<file path="src/rtl/s_o_pkg.sv">
// s_o_pkg: shared definitions between the S/O command sequencer and the
// s_o_function responder: one-hot symbol codes, FSM state encoding and a
// small helper for sizing the unit counter.
package s_o_pkg;

    // Symbol request codes on func_start (11 is invalid and ignored).
    localparam logic [1:0] FUNC_NONE = 2'b00;
    localparam logic [1:0] FUNC_S    = 2'b10;
    localparam logic [1:0] FUNC_O    = 2'b01;

    typedef enum logic [2:0] {
        ST_IDLE = 3'd0,
        ST_ON   = 3'd1,
        ST_OFF  = 3'd2,
        ST_TAIL = 3'd3,
        ST_DONE = 3'd4
    } state_t;

    function automatic int max4(input int a, input int b, input int c, input int d);
        int m;
        m = a;
        if (b > m) m = b;
        if (c > m) m = c;
        if (d > m) m = d;
        return m;
    endfunction

endpackage

</file>
<file path="src/rtl/s_o_unit_timer.sv">
// s_o_unit_timer: divides clk down to Morse time units.
//   clk, rst_n  : clock, asynchronous active-low reset
//   clear       : forces the cycle counter back to 0
//   run         : counting enable
//   unit_tick   : one-cycle pulse on the last cycle of every UNIT_CYCLES
//                 cycles while run is high
module s_o_unit_timer #(
    parameter int UNIT_CYCLES = 5_000_000
) (
    input  logic clk,
    input  logic rst_n,
    input  logic clear,
    input  logic run,
    output logic unit_tick
);

    // Counter runs 0..UNIT_CYCLES-1 and clears on its terminal count, so it
    // never wraps. With UNIT_CYCLES == 1 it sits at 0 and ticks every cycle.
    localparam int CW = (UNIT_CYCLES > 1) ? $clog2(UNIT_CYCLES) : 1;
    localparam logic [CW-1:0] TERM = CW'(UNIT_CYCLES - 1);

    logic [CW-1:0] cnt_q;

    always_ff @(posedge clk or negedge rst_n) begin
        if (!rst_n)
            cnt_q <= '0;
        else if (clear)
            cnt_q <= '0;
        else if (run)
            cnt_q <= (cnt_q == TERM) ? '0 : cnt_q + 1'b1;
    end

    assign unit_tick = run && (cnt_q == TERM);

endmodule

</file>
<file path="src/rtl/s_o_function.sv">
// s_o_function: responder to the S/O command sequencer. Plays the Morse
// pattern for the requested symbol on pin_out and pulses func_done once the
// pattern and its trailing letter gap are complete.
//   clk, rst_n  : clock, asynchronous active-low reset
//   func_start  : symbol request (10 = S, 01 = O, 00 = none, 11 = invalid)
//   func_done   : one-cycle completion pulse
//   pin_out     : registered Morse output, active-high
module s_o_function
    import s_o_pkg::*;
#(
    parameter int UNIT_CYCLES = 5_000_000,
    parameter int DIT_UNITS   = 1,
    parameter int DAH_UNITS   = 3,
    parameter int GAP_UNITS   = 1,
    parameter int TAIL_UNITS  = 3
) (
    input  logic       clk,
    input  logic       rst_n,
    input  logic [1:0] func_start,
    output logic       func_done,
    output logic       pin_out
);

    localparam int MAXU = max4(DAH_UNITS, DIT_UNITS, GAP_UNITS, TAIL_UNITS);
    localparam int UW   = $clog2(MAXU + 1);

    // Unit targets held as "last unit index" so expiry is a single compare.
    localparam logic [UW-1:0] DIT_LAST  = UW'(DIT_UNITS - 1);
    localparam logic [UW-1:0] DAH_LAST  = UW'(DAH_UNITS - 1);
    localparam logic [UW-1:0] GAP_LAST  = UW'(GAP_UNITS - 1);
    localparam logic [UW-1:0] TAIL_LAST = UW'(TAIL_UNITS - 1);

    state_t        state_q, state_d;
    logic          sym_o_q, sym_o_d;     // 1 = O (dah elements), 0 = S
    logic [1:0]    elem_q,  elem_d;
    logic [UW-1:0] unit_q,  unit_d;
    logic          armed_q, armed_d;
    logic          pin_q,   pin_d;
    logic          done_q,  done_d;

    logic          unit_tick;
    logic          timing;
    logic          req_valid;
    logic [UW-1:0] on_last;

    // The cycle counter only runs while a timed state is active; holding it
    // clear otherwise guarantees every element starts on a fresh unit.
    assign timing    = (state_q == ST_ON) || (state_q == ST_OFF) || (state_q == ST_TAIL);
    assign req_valid = (func_start == FUNC_S) || (func_start == FUNC_O);
    assign on_last   = sym_o_q ? DAH_LAST : DIT_LAST;

    s_o_unit_timer #(
        .UNIT_CYCLES (UNIT_CYCLES)
    ) u_timer (
        .clk       (clk),
        .rst_n     (rst_n),
        .clear     (!timing),
        .run       (timing),
        .unit_tick (unit_tick)
    );

    always_ff @(posedge clk or negedge rst_n) begin
        if (!rst_n) begin
            state_q <= ST_IDLE;
            sym_o_q <= 1'b0;
            elem_q  <= '0;
            unit_q  <= '0;
            armed_q <= 1'b1;
            pin_q   <= 1'b0;
            done_q  <= 1'b0;
        end else begin
            state_q <= state_d;
            sym_o_q <= sym_o_d;
            elem_q  <= elem_d;
            unit_q  <= unit_d;
            armed_q <= armed_d;
            pin_q   <= pin_d;
            done_q  <= done_d;
        end
    end

    always_comb begin
        state_d = state_q;
        sym_o_d = sym_o_q;
        elem_d  = elem_q;
        unit_d  = unit_q;
        armed_d = armed_q;
        pin_d   = 1'b0;
        done_d  = 1'b0;

        unique case (state_q)
            ST_IDLE: begin
                // Arming only happens here, so a request still held from the
                // previous symbol can never retrigger.
                if (armed_q && req_valid) begin
                    state_d = ST_ON;
                    sym_o_d = (func_start == FUNC_O);
                    elem_d  = '0;
                    unit_d  = '0;
                    pin_d   = 1'b1;
                end else if (func_start == FUNC_NONE) begin
                    armed_d = 1'b1;
                end
            end
            ST_ON: begin
                pin_d = 1'b1;
                if (unit_tick) begin
                    if (unit_q == on_last) begin
                        unit_d  = '0;
                        pin_d   = 1'b0;
                        state_d = (elem_q == 2'd2) ? ST_TAIL : ST_OFF;
                    end else begin
                        unit_d = unit_q + 1'b1;
                    end
                end
            end
            ST_OFF: begin
                if (unit_tick) begin
                    if (unit_q == GAP_LAST) begin
                        unit_d  = '0;
                        elem_d  = elem_q + 2'd1;
                        pin_d   = 1'b1;
                        state_d = ST_ON;
                    end else begin
                        unit_d = unit_q + 1'b1;
                    end
                end
            end
            ST_TAIL: begin
                if (unit_tick) begin
                    if (unit_q == TAIL_LAST) begin
                        unit_d  = '0;
                        done_d  = 1'b1;
                        armed_d = 1'b0;
                        state_d = ST_DONE;
                    end else begin
                        unit_d = unit_q + 1'b1;
                    end
                end
            end
            ST_DONE: begin
                state_d = ST_IDLE;
            end
            default: begin
                state_d = ST_IDLE;
            end
        endcase
    end

    assign pin_out   = pin_q;
    assign func_done = done_q;

endmodule

</file>
<file path="config.mk">
export PLATFORM = sky130hd
export DESIGN_NAME = s_o_function
export DESIGN_NICKNAME = d
export VERILOG_FILES = /design/src/rtl/s_o_pkg.sv /design/src/rtl/s_o_unit_timer.sv /design/src/rtl/s_o_function.sv
export SDC_FILE = /design/constraint.sdc
export NUM_CORES = 1
export LEC_CHECK = 0
export BUFFER_PORTS_ARGS = -buffer_cell sky130_fd_sc_hd__buf_2
export CAP_MARGIN = 10
export CORE_MARGIN = 2
export CORE_UTILIZATION = 56
export DETAILED_ROUTE_END_ITERATION = 12
export PLACE_DENSITY_LB_ADDON = 0.25
export REMOVE_ABC_BUFFERS = 1
export SETUP_SLACK_MARGIN = 0.3
export SYNTH_ARGS = -nofsm -noshare
export SYNTH_HDL_FRONTEND = slang
export SYNTH_HIERARCHICAL = 1
export SYNTH_SLANG_ARGS = --single-unit
</file>
<file path="constraint.sdc">
create_clock -name clk -period 2.4 [get_ports clk]
set_clock_uncertainty 0.1 [all_clocks]
set_input_delay 0.48 -clock clk [delete_from_list [all_inputs] [get_ports clk]]
set_output_delay 0.48 -clock clk [all_outputs]
set_load 0.01 [all_outputs]
</file>
# Word-level counts from Yosys, hierarchy flattened
# Index checks and enable logic that the tools add are counted.
[op_classes]
n_reduce_logical = 16
eq_ne = 18
mux = 37
add_sub_neg = 3
[ops]
columns = ["cell", "count"]
rows = [
  ["two-way mux 23 bit", 2],
  ["adder 23 x 1 -> 23 bit (second input constant)", 1],
  ["== test 23 bit (second input constant)", 1],
  ["two-way mux 3 bit", 7],
  ["two-way mux 2 bit", 10],
  ["two-way mux 1 bit", 13],
  ["inequality test 2 x 1 -> 1 bit (second input constant)", 6],
  ["one-hot mux 3 bit (4 select lines)", 1],
  ["AND reduction 5 bit", 2],
  ["one-hot mux 2 bit (4 select lines)", 1],
  ["AND reduction 7 bit", 1],
  ["== test 2 bit (second input constant)", 3],
  ["== test 3 x 2 -> 1 bit (second input constant)", 2],
  ["inequality test 2 bit (second input constant)", 3],
  ["adder 2 x 1 -> 2 bit (second input constant)", 2],
  ["logical NOT 2 bit", 2],
  ["one-hot mux 2 bit (2 select lines)", 1],
  ["AND reduction 4 bit", 1],
  ["nonzero test 2 bit", 2],
  ["nonzero test 4 bit", 1],
  ["== test 3 x 1 -> 1 bit (second input constant)", 1],
  ["logical NOT 3 bit", 1],
  ["logical OR 1 bit", 3],
  ["one-hot mux 1 bit (3 select lines)", 1],
  ["other kinds (5)", 6],
]
[totals]
out_inout_bits = 2
inputBits = 4
elab_cells = 82
reg_bits = 34

# Depth between registers and ports, before layout
# Gate-level depths: netlist (run 1).
[logic_depth]
depth_word = 6
ltp_mapped = 11
ltp_nobuf = 8

# Hierarchy
# The synthesis (run 1) kept the hierarchy.
[by_module_without_submodules]
columns = ["mod", "area_each_um2", "seq_area_each_um2", "cells_each", "instances"]
rows = [
  ["s_o_unit_timer", 1517.7, 575.6, 170, 1],
  ["s_o_function", 734.5, 276.5, 76, 1],
]

# Least setup slack after synthesis (run 1)
# OpenSTA, ideal clock, no wires.
[synth_timing]
path_type = "reg2reg"
from = "register state_q[0]"
to = "register elem_q[0]"
arrival_ns = 2.105
setup_time_ns = 0.127
path_buffers = 3
stages_incl_launch_ff = 12
required_ns = 2.173
slack_ns = 0.068
period_less_slack_ns = 2.332
path_cell_list = "dfrtp_1 -> buf_6 -> nor2_2 -> nor2_1 -> buf_2 -> inv_1 -> buf_1 -> nor3_1 -> nor2b_1 -> nand4b_2 -> nand3_1 -> o21ai_0"
[synth_via]
elab_chain_len = 6
elab_cells_between_ends = 13
cone_classes = "eq/ne (6); mux (1); reduce/logical (6)"
[synth_rtl]
columns = ["item", "line_no", "rtl"]
rows = [
  ["from (decl)", "s_o_function.sv:33", "state_t state_q, state_d;"],
  ["from (signal assigned)", "s_o_function.sv:72", "state_q <= state_d;"],
  ["== test 3 x 1 -> 1 bit / == test 3 x 2 -> 1 bit (equally long branches)", "s_o_function.sv:48", "assign timing = (state_q == ST_ON) || (state_q == ST_OFF) || (state_q == ST_TAIL);"],
  ["logical OR 1 bit", "s_o_function.sv:48", ""],
  ["logical OR 1 bit *", "s_o_function.sv:48", ""],
  ["via timing", "s_o_function.sv:42", "logic timing;"],
  ["logical AND 1 bit *", "s_o_unit_timer.sv:33", "assign unit_tick = run && (cnt_q == TERM);"],
  ["via unit_tick", "s_o_function.sv:41", "logic unit_tick;"],
  ["inequality test 2 x 1 -> 1 bit (no line) *", "n/a", ""],
  ["AND reduction 4 bit (no line) *", "n/a", ""],
  ["to (signal assigned)", "s_o_function.sv:74", "elem_q <= elem_d;"],
  ["to (decl)", "s_o_function.sv:35", "logic [1:0] elem_q, elem_d;"],
]
# The timed path passes the listed nets; every way through them passes the cells marked *.
# A chain may end at the register's enable or synchronous reset.

# Final worst setup path (run 1)
[layout_timing]
from = "register u_timer.cnt_q[13]"
to = "register elem_q[1]"
[layout_via]
elab_chain_len = 4
[layout_rtl]
columns = ["item", "line_no", "rtl"]
rows = [
  ["from (decl)", "s_o_unit_timer.sv:22", "logic [CW-1:0] cnt_q;"],
  ["from (signal assigned)", "s_o_unit_timer.sv:30", "cnt_q <= (cnt_q == TERM) ? '0 : cnt_q + 1'b1;"],
  ["== test 23 bit", "s_o_unit_timer.sv:33", ""],
  ["logical AND 1 bit", "s_o_unit_timer.sv:33", ""],
  ["via unit_tick", "s_o_function.sv:41", ""],
  ["inequality test 2 x 1 -> 1 bit (no line)", "n/a", ""],
  ["AND reduction 4 bit (no line)", "n/a", ""],
]
# The timed path passes the listed nets, and every way through them passes these cells.

==> flow_metrics.env, run 1 <==
export IMPL_status="completed"
export IMPL_cellPowerDensity_mw_per_mm2=727
export IMPL_final_max_slew_viol_count=0
export IMPL_average_footprint_of_a_synthesized_cell_um2=9.16
export IMPL_cts_made_buffers=5
export IMPL_antenna_cells_inserted=0
export IMPL_grt_pass1_wl_um=9070
export IMPL_dominant_combinational_cell_family_by_area_after_synthesis="simple AND/OR/NAND/NOR gates"
export IMPL_count_of_tritonroute_iterations_in_the_first_routing_pass=4
export IMPL_ys_types=65
export IMPL_min_period_over_period=0.858
export IMPL_cts_path_max_buffers=2
export IMPL_class_of_the_worst_hold_path="in -> async"
export IMPL_ys_seq_elements=34
export IMPL_synthesized_area_fraction_occupied_by_ao_oa_aoi_and_oai_cells=0.168
export IMPL_layout_filler_cells=311
export IMPL_worst_hold_slack_ns=0.154
export IMPL_post_route_antenna_net_violation_count=0
export IMPL_ctsHoldBuffers=0
export IMPL_clock_insertion_delay_worst_skew_ns=0.29
export IMPL_synth_top_area_cell="sky130_fd_sc_hd__dfrtp_1"
export IMPL_gr_usage_met2=0.422
export IMPL_layer_with_the_highest_usage_after_global_routing="met2"
export IMPL_grt_residual_overflow=0
export IMPL_ctsHtreeMaxLevel=2
export IMPL_tritoncts_num_sinks=34
export IMPL_setup_worst_path_end_class="register"
export IMPL_drt_first_iter_violations=230
export IMPL_buffer_ports_inserted=5
export IMPL_drive_above_1_share=0.255
export IMPL_fp_dieArea_mm2=0.00454
export IMPL_number_of_enable_flip_flop_cells_after_synthesis=0
export IMPL_critical_path_class="reg -> reg"
export IMPL_reg2reg_slack_ns=0.34
export IMPL_drt_wl_total_um=5730
export IMPL_power_leakage_nw=1.12
export IMPL_fp_row_count=23
export IMPL_routability_congestion=0.849
export IMPL_critPathLaunch="u_timer/cnt_q[13]"
export IMPL_number_of_antenna_violations_at_the_first_check_in_global_routing=0
export IMPL_critical_path_slowest_cell="sky130_fd_sc_hd__dfrtp_2"
export IMPL_setup_failing_eps_final=0
export IMPL_worst_endpoint_arrival_ns=2.12
export IMPL_syn_instance_count=246
export IMPL_effective_utilization_at_floorplan=0.571
export IMPL_yosys_area_share_simple=0.306
export IMPL_drc=0
export IMPL_avgRoutedWirePerCell_um=17.9
export IMPL_yosysSeqAreaShare=0.378
export IMPL_area_growth_pct=17.1
export IMPL_syn_cell_area_mm2=0.00225
export IMPL_peakVddDrop_mv=0.485
export IMPL_synth_adder_area_share=0.0389
export IMPL_clock_fmax_mhz=486
export IMPL_rsz0062_at_grt="yes"
export IMPL_cts_root_buffer_cell="sky130_fd_sc_hd__clkbuf_8"
export IMPL_synth_ff_type="sky130_fd_sc_hd__dfrtp_1"
export IMPL_critPathMaxFanout=5
export IMPL_worstSetupStartpointType="register"
export IMPL_max_cap_violations=0
export IMPL_design_final_nets=281
export IMPL_finalSetupTns_ns=0
export IMPL_global_route_usage_total=0.268
export IMPL_vias_per_cell=6.32
export IMPL_worst_endpoint_required_ns=2.46
export IMPL_global_route_usage_met3=0.0467
export IMPL_synth_warning_count=6
export IMPL_top_area_cell_type_share_of_the_netlist_area=0.367
export IMPL_design_core_area_mm2=0.00394
export IMPL_final_core_utilization=0.669
export IMPL_chipHeight_um=67.4
export IMPL_worst_setup_hold_path_clk_slew_ns=0.08
export IMPL_max_stage_delay_ns=0.46
export IMPL_reg2reg_from="u_timer/cnt_q[13]"
export IMPL_slew_headroom=0.490
export IMPL_met1_usage=0.369
export IMPL_cpLargestDelayFamily="simple AND/OR/NAND/NOR gates"
export IMPL_measured_slew_at_the_worst_slew_check_pin_ns=0.765
export IMPL_synth_area_mux_share=0.0183
export IMPL_die_width_um=67.4
export IMPL_grt_pass1_vias=1913
export IMPL_hold_viol_final=0
export IMPL_top_level_ports=6
export IMPL_dpl_hpwl_um=3880
export IMPL_num_vias=2028
export IMPL_maximum_number_of_pins_on_one_net_before_global_route_repair=35
export IMPL_tritoncts="yes"
export IMPL_netlist_top_cells_area="sky130_fd_sc_hd__dfrtp_1 (37%), sky130_fd_sc_hd__nor2_1 (4.0%), sky130_fd_sc_hd__ha_1 (3.9%)"
export IMPL_synth_area_in_xor_xnor=0.0389
export IMPL_async_reset_ff_frac=1.00
export IMPL_post_route_min_period_ns=2.06
export IMPL_critical_path_buf_inv_count=1
export IMPL_cell_by_cell_trace_of_the_critical_path="nor4b_4 -> nand4_2 -> nor3_2 -> buf_4 -> nor2b_4 -> nand4b_4 -> nand3_1 -> o21ai_0"
path summary, 6_finish.rpt:
| check | cells past startpoint | end |
|---|---|---|
| max reg2reg | 8 | elem_q[1] |
| max | 8 | elem_q[1] |
| max in group asynchronous | 1 | u_timer/cnt_q[0] |
| min reg2reg | 2 | armed_q |
| min in group clk | 2 | armed_q |
| min | 1 | u_timer/cnt_q[8] |
worst reg2reg max path: stages, from the launching register on:
cell and delay (ns):
sky130_fd_sc_hd__dfrtp_2 0.46, sky130_fd_sc_hd__nor4b_4 0.33, sky130_fd_sc_hd__nand4_2 0.16, sky130_fd_sc_hd__nor3_2 0.17
sky130_fd_sc_hd__buf_4 0.15, sky130_fd_sc_hd__nor2b_4 0.20, sky130_fd_sc_hd__nand4b_4 0.16, sky130_fd_sc_hd__nand3_1 0.12
sky130_fd_sc_hd__o21ai_0 0.09
area by class of cell:
class	instances	area, um^2	share of cell area
Tap cell	50	62.6	0.0237
Inverter	12	45.0	0.0171
Clock inverter	1	5.00	0.00190
Multi-Input combinational cell	188	1370	0.520
Timing Repair Buffer	29	209	0.0793
Clock buffer	7	86.3	0.0327
Sequential cell	34	858	0.326
per-stage QoR:
| step | setup slack, ns | total power, mW | area [um^2] | instances |
|---|---|---|---|---|
| after global routing | 0.230 | 2.05 | 2640 | 321 |
| after floorplan | -0.607 | 1.21 | 2180 | 234 |
| after global placement | 0.0847 | 1.38 | 2420 | 309 |
| final | 0.341 | 1.92 | 2640 | 321 |
| after detailed placement | 0.0855 | 1.40 | 2420 | 309 |
| after CTS | 0.309 | 1.86 | 2550 | 317 |
where the power goes:
part	switching [mW]	total (mW)	internal [mW]
Combinational	0.355	0.648	0.293
Sequential	0.151	0.834	0.683
Clock	0.204	0.435	0.231
metal layers:
metal / wire length (um) / vias up
met5: 0 / -
met4: 103 / 0
met3: 401 / 13
met2: 2740 / 82
met1: 2490 / 971
li1: - / 962
logic make-up after synthesis:
logic type               Yosys count
AND/OR/NAND/NOR                  118
AO/OA/AOI/OAI                     49
flip-flops                        34
buffers and inverters             24
XOR/XNOR                          10
adder cells (fa/ha/maj)            7
multiplexers                       4
sequential cells by signal, summed over array words and instances (netlist names):
register,cells
unit_q,2
state_q,3
u_timer/cnt_q,23
armed_q,1
sym_o_q,1
elem_q,2
func_done,1
pin_out,1
cell usage in the layout (no fill, tap or decap), drive strengths merged, types with 5 or more instances in the layout:
cell type / synthesis / layout
a21oi: 7 / 7
nor3: 7 / 7
nor4b: 6 / 6
nor2: 25 / 25
buf: 8 / 29
inv: 12 / 12
ha: 7 / 7
nand2: 21 / 21
and2: 5 / 5
nand4: 12 / 12
and4: 5 / 5
o21ai: 14 / 14
clkbuf: 4 / 7
nand3: 14 / 14
and3: 6 / 6
xnor2: 5 / 5
dfrtp: 33 / 33
xor2: 5 / 5
cell usage after synthesis, types with 2 or more instances:
cell / n
sky130_fd_sc_hd__nand4_2: 2
sky130_fd_sc_hd__o21ai_0: 11
sky130_fd_sc_hd__o221ai_1: 2
sky130_fd_sc_hd__and3_1: 4
sky130_fd_sc_hd__nor3_1: 6
sky130_fd_sc_hd__or3_1: 3
sky130_fd_sc_hd__buf_2: 3
sky130_fd_sc_hd__nor4_1: 3
sky130_fd_sc_hd__o211ai_1: 3
sky130_fd_sc_hd__xor2_1: 5
sky130_fd_sc_hd__and2_1: 4
sky130_fd_sc_hd__ha_1: 7
sky130_fd_sc_hd__nor4b_1: 6
sky130_fd_sc_hd__nor2b_1: 2
sky130_fd_sc_hd__and4_1: 5
sky130_fd_sc_hd__nor2_1: 24
sky130_fd_sc_hd__xnor2_1: 5
sky130_fd_sc_hd__or2_0: 2
sky130_fd_sc_hd__nor4bb_1: 2
sky130_fd_sc_hd__nand2_1: 21
sky130_fd_sc_hd__a21oi_1: 6
sky130_fd_sc_hd__mux2i_1: 3
sky130_fd_sc_hd__inv_1: 12
sky130_fd_sc_hd__clkbuf_1: 3
sky130_fd_sc_hd__nand4_1: 9
sky130_fd_sc_hd__dfrtp_1: 33
sky130_fd_sc_hd__o311ai_0: 2
sky130_fd_sc_hd__a31oi_1: 3
sky130_fd_sc_hd__and3_2: 2
sky130_fd_sc_hd__buf_4: 2
sky130_fd_sc_hd__nand3_1: 14
sky130_fd_sc_hd__buf_6: 2
sky130_fd_sc_hd__o21ai_1: 3
what timing repair did:
action | CTS | global route
setup buffers | 0 | 4
pin swaps | 0 | 2
gates resized for setup | 9 | 14
endpoints found under the setup margin | 10 | 9
No activity file was read; power rests on OpenSTA's default activity.
==> run 2: changes to the inputs <==
PLACE_DENSITY = 0.76   (was unset)
PLACE_DENSITY_LB_ADDON = unset   (was 0.25)
==> run 2 against run 1 <==
Core utilization rose by 0.60 points. Highest routed layer unchanged. First-iteration DRC count up 28%. Routed wire length is 1.6% lower. Critical path depth down 3. Sequential share of layout area down 0.34 points. Final area rose by 0.90%. Maximum frequency grew 1.4%. Non-clock buffer count rose by 2. Clock power up 16%.
==> flow_metrics.env, run 2 (synthesis results as in run 1) <==
export IMPL_buffer_ports_inserted=5
export IMPL_largest_registers="u_timer/cnt_q x23, state_q x3"
export IMPL_grt_pass1_vias=1796
export IMPL_measured_slew_at_the_worst_slew_check_pin_ns=0.758
export IMPL_internal_power_mw=1.28
export IMPL_num_vias=2096
export IMPL_reg2reg_from="u_timer/cnt_q[7]"
export IMPL_clock_insertion_delay_worst_skew_ns=0.29
export IMPL_slew_headroom=0.495
export IMPL_critPathMaxFanout=7
export IMPL_avgRoutedWirePerCell_um=17.4
export IMPL_drt_first_iter_violations=294
export IMPL_chipHeight_um=67.4
export IMPL_worst_setup_hold_path_clk_slew_ns=0.07
export IMPL_placed_cells_incl_taps=310
export IMPL_seq_power_share=0.406
export IMPL_count_of_tritonroute_iterations_in_the_first_routing_pass=5
export IMPL_worst_endpoint_arrival_ns=2.13
export IMPL_post_route_antenna_net_violation_count=0
export IMPL_clkPwrFrac=0.252
export IMPL_setup_worst_path_end_class="register"
export IMPL_ctsHoldBuffers=0
export IMPL_critical_path_class="reg -> reg"
export IMPL_fp_dieArea_mm2=0.00454
export IMPL_report_power_total_mw=2.00
export IMPL_rsz0062_at_grt="no"
export IMPL_area_growth_pct=18.1
export IMPL_die_width_um=67.4
export IMPL_netSwitchingPower_uw=718
export IMPL_final_cell_count_no_fill=323
export IMPL_fp_row_count=23
export IMPL_global_route_usage_total=0.261
export IMPL_reg2reg_slack_ns=0.37
export IMPL_setup_failing_eps_final=0
export IMPL_tritoncts="yes"
export IMPL_cts_path_max_buffers=2
export IMPL_top_level_ports=6
export IMPL_grt_pass1_wl_um=8850
export IMPL_power_combinational_fraction=0.342
export IMPL_min_period_over_period=0.846
export IMPL_peakVddDrop_mv=0.532
export IMPL_status="completed"
export IMPL_drive_above_1_share=0.256
export IMPL_antenna_cells_inserted=0
export IMPL_max_cap_violations=0
export IMPL_dpl_hpwl_um=3730
export IMPL_design_core_area_mm2=0.00394
export IMPL_effective_utilization_at_floorplan=0.571
export IMPL_ctsHtreeMaxLevel=2
export IMPL_drt_wl_total_um=5640
export IMPL_final_max_slew_viol_count=0
export IMPL_class_of_the_worst_hold_path="in -> async"
export IMPL_final_cell_mix="sky130_fd_sc_hd__dfrtp_1 (29), sky130_fd_sc_hd__buf_4 (26), sky130_fd_sc_hd__nor2_1 (23)"
export IMPL_worst_hold_slack_ns=0.158
export IMPL_p_sw_frac=0.360
export IMPL_largest_register_ffs=23
export IMPL_power_leakage_nw=1.14
export IMPL_worst_endpoint_required_ns=2.50
export IMPL_max_flop_register="u_timer/cnt_q"
export IMPL_number_of_antenna_violations_at_the_first_check_in_global_routing=0
export IMPL_cellPowerDensity_mw_per_mm2=750
export IMPL_vias_per_cell=6.49
export IMPL_routability_congestion=0.854
export IMPL_cts_made_buffers=5
export IMPL_worstSetupStartpointType="register"
export IMPL_hold_viol_final=0
export IMPL_grt_residual_overflow=0
export IMPL_final_core_utilization=0.675
export IMPL_clock_fmax_mhz=493
export IMPL_drc=0
export IMPL_mostFrequentLayoutCell="sky130_fd_sc_hd__dfrtp_1"
export IMPL_post_route_min_period_ns=2.03
export IMPL_timing_rr_end="u_timer/cnt_q[14]"
export IMPL_maximum_number_of_pins_on_one_net_before_global_route_repair=35
export IMPL_cts_root_buffer_cell="sky130_fd_sc_hd__clkbuf_8"
export IMPL_tritoncts_num_sinks=34
export IMPL_worst_r2r_cell_count=5
export IMPL_design_final_nets=283
run 2: cell type report:
| cell class | instances | area, um^2 |
|---|---|---|
| inverters | 12 | 45.0 |
| repair buffers | 31 | 220 |
| well taps | 50 | 62.6 |
| flip-flops and latches | 34 | 857 |
| multi-input cells | 188 | 1370 |
| clock buffers | 8 | 110 |
| fillers | 310 | 1280 |
run 2: power groups by stage:
stage,sequential (mW),clock (mW),combinational (mW)
after floorplan,0.833,0,0.380
after global placement,0.800,0,0.580
after detailed placement,0.810,0,0.597
after CTS,0.792,0.511,0.630
after global routing,0.823,0.535,0.754
final,0.810,0.504,0.682
run 2: what timing repair did:
action                     in CTS  in global routing
pin swaps                       0                  3
hold endpoints to repair        0                  0
resized for setup               7                 12
setup endpoints to repair      10                  7
buffers inserted                1                  4
run 2: worst max path at each step:
| stage | from | endpoint | slack [ns] | depth (start not counted) |
|---|---|---|---|---|
| after floorplan | state_q[0] | elem_q[0] | -0.61 | 8 |
| after global placement | state_q[1] | u_timer/cnt_q[17] | 0.24 | 7 |
| after detailed placement | u_timer/cnt_q[21] | elem_q[1] | 0.18 | 8 |
| after CTS | state_q[1] | u_timer/cnt_q[17] | 0.30 | 7 |
| after global routing | u_timer/cnt_q[21] | unit_q[0] | 0.28 | 8 |
| final | u_timer/cnt_q[7] | u_timer/cnt_q[14] | 0.37 | 5 |
run 2: layer usage:
layer	vias up	wire, um	GRT usage
met5	-	0	0
met4	0	130	0.0816
met3	21	446	0.0633
met2	104	2640	0.390
met1	1004	2420	0.374
li1	967	-	-
run 2: metrics by stage:
| step | cell area, um^2 | setup TNS [ns] | setup WS, ns |
|---|---|---|---|
| global placement | 2420 | 0 | 0.240 |
| global route | 2660 | 0 | 0.284 |
| finish | 2660 | 0 | 0.371 |
| CTS | 2580 | 0 | 0.304 |
| floorplan | 2180 | -7.19 | -0.607 |
| detailed placement | 2420 | 0 | 0.180 |
run 2: critical path, cell delays in order, from the launching register on:
cell and delay (ns):
sky130_fd_sc_hd__dfrtp_1 0.44, sky130_fd_sc_hd__buf_4 0.18, sky130_fd_sc_hd__nand4_2 0.21, sky130_fd_sc_hd__or2_0 0.38
sky130_fd_sc_hd__or4b_1 0.53, sky130_fd_sc_hd__o221ai_1 0.09
